===== src/rtl/dmem_arbiter_if.sv =====
// Requester-side bus of the data-memory arbiter: request/address/data out,
// grant and read response back.
interface dmem_arbiter_if #(
    parameter int ADDR_W = 32,
    parameter int DATA_W = 32
) ();
    logic              req;
    logic              we;
    logic [ADDR_W-1:0] addr;
    logic [DATA_W-1:0] wdata;
    logic              gnt;
    logic              rvalid;
    logic [DATA_W-1:0] rdata;

    modport master (
        output req, we, addr, wdata,
        input  gnt, rvalid, rdata
    );

    modport slave (
        input  req, we, addr, wdata,
        output gnt, rvalid, rdata
    );
endinterface


===== src/rtl/dmem_arbiter.sv =====
// Two-requester arbiter for the single-port data memory: zero-latency grant,
// read response routed back one cycle later, contention cycle counter.
module dmem_arbiter #(
    parameter int ADDR_W        = 32,
    parameter int DATA_W        = 32,
    parameter int PRIORITY_MODE = 0,
    parameter int STARVE_LIMIT  = 8
) (
    input  logic              clk,
    input  logic              rst_n,
    dmem_arbiter_if.slave     m0,
    dmem_arbiter_if.slave     m1,
    output logic              mem_en,
    output logic              mem_we,
    output logic [ADDR_W-1:0] mem_addr,
    output logic [DATA_W-1:0] mem_wdata,
    input  logic [DATA_W-1:0] mem_rdata,
    output logic [15:0]       conflict_cnt
);
    localparam logic [7:0] STARVE_MAX = 8'(STARVE_LIMIT);

    logic        r_resp_pending;
    logic        r_resp_id;
    logic        r_last_grant;
    logic [7:0]  r_starve_cnt;
    logic [15:0] r_conflict_cnt;

    logic w_both;
    logic w_pick1;
    logic w_gnt0;
    logic w_gnt1;

    assign w_both = m0.req & m1.req;

    // w_pick1 only matters on a tie; it says which side wins it.
    generate
        if (PRIORITY_MODE == 0) begin : g_round_robin
            assign w_pick1 = ~r_last_grant;
        end else begin : g_fixed
            assign w_pick1 = (r_starve_cnt == STARVE_MAX);
        end
    endgenerate

    assign w_gnt0 = rst_n & m0.req & ~(m1.req &  w_pick1);
    assign w_gnt1 = rst_n & m1.req & ~(m0.req & ~w_pick1);

    assign m0.gnt = w_gnt0;
    assign m1.gnt = w_gnt1;

    assign mem_en    = w_gnt0 | w_gnt1;
    assign mem_we    = w_gnt1 ? m1.we    : (w_gnt0 & m0.we);
    assign mem_addr  = w_gnt1 ? m1.addr  : m0.addr;
    assign mem_wdata = w_gnt1 ? m1.wdata : m0.wdata;

    // Gating with rst_n drops a response whose read was accepted just before reset.
    assign m0.rvalid = rst_n & r_resp_pending & ~r_resp_id;
    assign m1.rvalid = rst_n & r_resp_pending &  r_resp_id;
    assign m0.rdata  = mem_rdata;
    assign m1.rdata  = mem_rdata;

    assign conflict_cnt = r_conflict_cnt;

    always_ff @(posedge clk) begin
        if (!rst_n) begin
            r_resp_pending <= 1'b0;
            r_resp_id      <= 1'b0;
            r_last_grant   <= 1'b1;
            r_starve_cnt   <= 8'd0;
            r_conflict_cnt <= 16'd0;
        end else begin
            r_resp_pending <= (w_gnt0 & ~m0.we) | (w_gnt1 & ~m1.we);
            r_resp_id      <= w_gnt1;
            if (w_gnt0 | w_gnt1) begin
                r_last_grant <= w_gnt1;
            end
            if (!m1.req || w_gnt1) begin
                r_starve_cnt <= 8'd0;
            end else if (r_starve_cnt != STARVE_MAX) begin
                r_starve_cnt <= r_starve_cnt + 8'd1;
            end
            if (w_both && r_conflict_cnt != 16'hFFFF) begin
                r_conflict_cnt <= r_conflict_cnt + 16'd1;
            end
        end
    end
endmodule


===== src/flat_wrapper.sv =====
// flat-port wrapper written by rule: the top's interface ports become plain ports
module dmem_arbiter_flat 
#(
    parameter int ADDR_W        = 32,
    parameter int DATA_W        = 32,
    parameter int PRIORITY_MODE = 0,
    parameter int STARVE_LIMIT  = 8
)
  (clk, rst_n, mem_en, mem_we, mem_addr, mem_wdata, mem_rdata, conflict_cnt, m0_req, m0_we, m0_addr, m0_wdata, m0_gnt, m0_rvalid, m0_rdata, m1_req, m1_we, m1_addr, m1_wdata, m1_gnt, m1_rvalid, m1_rdata);
  dmem_arbiter_if #(.ADDR_W(ADDR_W), .DATA_W(DATA_W)) m0_i ();
  dmem_arbiter_if #(.ADDR_W(ADDR_W), .DATA_W(DATA_W)) m1_i ();
  input  logic clk;
  input  logic rst_n;
  output logic mem_en;
  output logic mem_we;
  output logic [ADDR_W-1:0] mem_addr;
  output logic [DATA_W-1:0] mem_wdata;
  input  logic [DATA_W-1:0] mem_rdata;
  output logic [15:0] conflict_cnt;
  input wire logic [$bits(m0_i.req)-1:0] m0_req;
  input wire logic [$bits(m0_i.we)-1:0] m0_we;
  input wire logic [$bits(m0_i.addr)-1:0] m0_addr;
  input wire logic [$bits(m0_i.wdata)-1:0] m0_wdata;
  output wire logic [$bits(m0_i.gnt)-1:0] m0_gnt;
  output wire logic [$bits(m0_i.rvalid)-1:0] m0_rvalid;
  output wire logic [$bits(m0_i.rdata)-1:0] m0_rdata;
  input wire logic [$bits(m1_i.req)-1:0] m1_req;
  input wire logic [$bits(m1_i.we)-1:0] m1_we;
  input wire logic [$bits(m1_i.addr)-1:0] m1_addr;
  input wire logic [$bits(m1_i.wdata)-1:0] m1_wdata;
  output wire logic [$bits(m1_i.gnt)-1:0] m1_gnt;
  output wire logic [$bits(m1_i.rvalid)-1:0] m1_rvalid;
  output wire logic [$bits(m1_i.rdata)-1:0] m1_rdata;
  assign m0_i.req = m0_req;
  assign m0_i.we = m0_we;
  assign m0_i.addr = m0_addr;
  assign m0_i.wdata = m0_wdata;
  assign m0_gnt = m0_i.gnt;
  assign m0_rvalid = m0_i.rvalid;
  assign m0_rdata = m0_i.rdata;
  assign m1_i.req = m1_req;
  assign m1_i.we = m1_we;
  assign m1_i.addr = m1_addr;
  assign m1_i.wdata = m1_wdata;
  assign m1_gnt = m1_i.gnt;
  assign m1_rvalid = m1_i.rvalid;
  assign m1_rdata = m1_i.rdata;
  dmem_arbiter #(.ADDR_W(ADDR_W), .DATA_W(DATA_W), .PRIORITY_MODE(PRIORITY_MODE), .STARVE_LIMIT(STARVE_LIMIT)) u_core (.clk(clk), .rst_n(rst_n), .m0(m0_i), .m1(m1_i), .mem_en(mem_en), .mem_we(mem_we), .mem_addr(mem_addr), .mem_wdata(mem_wdata), .mem_rdata(mem_rdata), .conflict_cnt(conflict_cnt));
endmodule

===== config.mk =====
export PLATFORM = sky130hd
export DESIGN_NAME = dmem_arbiter_flat
export DESIGN_NICKNAME = d
export VERILOG_FILES = /design/src/rtl/dmem_arbiter_if.sv /design/src/rtl/dmem_arbiter.sv /design/src/flat_wrapper.sv
export SDC_FILE = /design/constraint.sdc
export NUM_CORES = 1
export LEC_CHECK = 0
export BUFFER_PORTS_ARGS = -buffer_cell sky130_fd_sc_hd__buf_4
export CAP_MARGIN = 20
export CORE_AREA = 2 2 122 124
export CTS_BUF_LIST = sky130_fd_sc_hd__clkbuf_2 sky130_fd_sc_hd__clkbuf_4 sky130_fd_sc_hd__clkbuf_8
export DETAILED_ROUTE_END_ITERATION = 16
export DIE_AREA = 0 0 124 126
export SYNTH_ARGS = -nofsm -noshare
export SYNTH_HDL_FRONTEND = slang
export SYNTH_SLANG_ARGS = --single-unit

===== constraint.sdc =====
create_clock -name clk -period 1.6 [get_ports clk]
set_input_delay 0.08 -clock clk [delete_from_list [all_inputs] [get_ports clk]]
set_output_delay 0.08 -clock clk [all_outputs]
set_load 0.005 [all_outputs]

==> metrics.md <==
| Metric | Value |
|---|---|
| Switching share of power | `0.271` |
| Syn_nets | `417` |
| Sw Pwr | `484 uW` |
| Fmax | `603 MHz` |
| Chip Width | `124 um` |
| CP Capture Type | `output port` |
| Longest Clk Path Bufs | `2` |
| Vias per cell | `4.11` |
| Internal power | `1.30 mW` |
| Final nets | `585` |
| Final setup vio count | `35` |
| Failing checks | `setup timing` |
| Initial Util | `0.157` |
| Min-delay worst type | `input port to flip-flop` |
| Initial DRC count | `101` |
| Layout cell share with drive strength beyond 1 | `0.787` |
| Synthesized instance count | `250` |
| Antenna Cells | `0` |
| Worst vdd ir | `203 uV` |
| Die ar. | `15,600 um2` |
| Worst-path clk slew | `0.06 ns` |
| P&R area growth vs syn | `90.7%` |
| Endpoints failing hold | `0` |
| Avg Synthesized Cell Area | `9.00 um2` |
| Outcome | `finished with violations` |
| LEAKAGE | `2.07 nW` |
| H-tree depth | `1` |
| Reg2reg start | `u_core.conflict_cnt[1]` |
| Crit path launch | `u_core.r_last_grant` |
| Overall power | `1.78 mW` |
| # hold bufs at CTS | `0` |
| CTS buffer count | `3` |
| I/O Buffers | `219` |
| Number of synthesis warnings | `0` |
| Clock Latency Late Sink | `0.26 ns` |
| CTS Sinks | `19` |
| Crit path time final | `1.66 ns` |
| Die Span Y | `126 um` |
| Dominant synthesized flop cell | `dfxtp_1` |
| Arr. time, crit path | `1.58 ns` |
| Synth area leader | `mux2_2` |
| Detail Route Antenna Nets | `0` |
| Yosys reg bits | `19` |
| Multi-input logic area | `1540 um2` |
| Core box area | `14,300 um2` |
| Largest net degree at the start of global routing | `20` |
| Max Cap Viol | `0` |
| Worst setup margin | `-0.0578 ns` |
| Dpl cell area | `3670 um2` |
| Fillers | `1,506` |
| Final worst path period share | `1.04` |
| Post-synth EDFFs | `0` |
| Number of global-route vias before repair | `2,634` |
| Initial antenna violation count | `0` |
| Worst setup SP type | `flip-flop` |
| Hold Crit Depth | `2` |
| Top post-synthesis cells by area | `mux2_2 32%, buf_4 21%, dfxtp_1 17%, nand2_1 2.8%, a21oi_1 2.4%` |
| Pre-Repair DR Iteration Count | `4` |
| Clock Power Share | `0.186` |
| Total GRT Usage | `0.133` |
| Detailed Place HPWL | `9360 um` |
| Post-Syn Area | `2250 um2` |
| Part of the power in combinational logic | `0.541` |
| Max-slew violation count | `0` |
| Req. time, crit path | `1.52 ns` |
| Average wire per standard cell | `19.1 um` |
| Routed via count | `2,469` |
| Sequential share of power | `0.273` |
| Unrepaired setup endpoints after global routing | `yes` |
| Yosys cell types | `44` |
| Async S/R FF share, synth | `0` |
| Grt ovf | `0` |
| PwrDens | `416 nW/um2` |
| Worst-margin pin slew | `0.440 ns` |
| Seq. cell area | `387 um2` |
| Final core occ | `0.300` |
| Synth top area share | `0.320` |
| Setup Crit Path Kind | `flip-flop to output port` |
| I/O Pins | `316` |
| R2R cell count | `6` |
| Worst r2r dst | `u_core.conflict_cnt[4]` |
| Clock root buffer | `clkbuf_8` |
| Reg2reg setup slack | `0.03 ns` |
| Final WL | `11,500 um` |
| GP Congestion | `0.849` |
| TritonCTS clock tree | `yes` |
| Global-route wire length before repair | `15,600 um` |
| Setup Skew | `0.00898 ns` |
| Residual DRC | `0` |
| Crit path capture | `mem_wdata[16]` |
| Design area | `4290 um2` |
| Worst Path Max Fanout | `5` |
| Rel. slew slack | `0.706` |
| Sequential area share after synthesis | `0.169` |
| # rows | `44` |
-- repair_timing --
| action | CTS | global route |
|---|---|---|
| endpoints found under the setup margin | 69 | 71 |
| pin swaps | 2 | 2 |
| resized for setup | 76 | 49 |
| setup buffers | 2 | 1 |
| gates cloned | 2 | 2 |
-- power groups by stage --
stage / Combinational (mW) / Sequential, mW / Clock (mW)
after floorplan: 0.356 / 0.495 / 0
after global placement: 0.758 / 0.495 / 0
after detailed placement: 0.763 / 0.495 / 0
after CTS: 0.899 / 0.485 / 0.345
after global routing: 1.03 / 0.487 / 0.369
final: 0.966 / 0.486 / 0.332
-- per-stage QoR --
| stage | hold WS (ns) | setup slack [ns] | instances | setup TNS, ns |
|---|---|---|---|---|
| after global routing | 0.00723 | -0.127 | 601 | -5.00 |
| final | 0.0161 | -0.0578 | 601 | -0.899 |
| after floorplan | 0.174 | 0.0608 | 250 | 0 |
| after detailed placement | 0.160 | -0.0222 | 590 | -0.0792 |
| after global placement | 0.160 | 0.00484 | 590 | 0 |
| after CTS | 0.0104 | -0.106 | 598 | -3.35 |
-- per-layer routing --
layer  global-route usage  share of wire  wire length [um]  up-vias
met1                0.168           0.39              4510     1136
met4               0.0212         0.0097               111        0
met5                    0              0                 0        -
met2                0.223           0.49              5650      147
li1                     -              -                 -     1174
met3               0.0453           0.11              1230       12
-- registers in the layout, summed over array words and instances, names as in the netlist --
signal                 flops
u_core.conflict_cnt       16
u_core.r_last_grant        1
u_core.r_resp_id           1
u_core.r_resp_pending      1
-- placed cells by master (no fill, tap or decap), types with 4 or more instances in the layout --
cell type	netlist	final
o31ai_1	4	4
mux2_2	64	13
mux2_4	0	51
a21oi_1	11	10
o21ai_0	6	6
dfxtp_2	0	5
or4_1	4	4
buf_4	64	179
dfxtp_1	19	14
inv_1	5	5
nand2_1	17	16
buf_6	4	51
-- cell type report --
| type | instances | area share |
|---|---|---|
| Multi-Input combinational cell | 151 | 0.358 |
| Clock buffer | 3 | 0.00962 |
| Clock inverter | 1 | 0.00117 |
| Sequential cell | 19 | 0.0901 |
| Inverter | 6 | 0.00700 |
| Timing Repair Buffer | 237 | 0.481 |
| Tap cell | 184 | 0.0536 |
-- synthesized netlist by cell type (3+ instances only) --
master   instances
inv_1            5
mux2_2          64
buf_6            4
nand2_1         17
buf_2            4
o21ai_0          6
or4_1            4
o31ai_1          4
nand4_1          3
dfxtp_1         19
buf_4           64
nand3_1          3
or3_1            3
a21oi_1         11
-- worst min-delay path by stage --
| stage | from | end | slack (ns) |
|---|---|---|---|
| 6_report | m0_we | u_core.r_resp_pending | 0.02 |
| 4_1_cts | m0_we | u_core.r_resp_pending | 0.01 |
| 3_5_place_dp | mem_rdata[11] | m0_rdata[11] | 0.16 |
| 5_1_grt | m0_we | u_core.r_resp_pending | 0.007 |
| 2_1_floorplan | m0_we | u_core.r_resp_pending | 0.17 |
| 3_3_place_gp | mem_rdata[11] | m0_rdata[11] | 0.16 |
-- logic make-up after synthesis --
kind of cell,Yosys count,share of synthesized area
buf+inv,80,0.256
mux,66,0.329
simple gates,51,0.147
compound gates,33,0.0939
flops,19,0.169
fa+ha+maj,1,0.00556
-- critical path, cell delays in order (launching register included) --
cell and delay, ns:
dfxtp_2 0.33, nand2_2 0.08, nand3_4 0.10, inv_8 0.10
buf_12 0.13, clkbuf_16 0.16, mux2_4 0.31, buf_6 0.12
(Power assumes the default switching activity.)
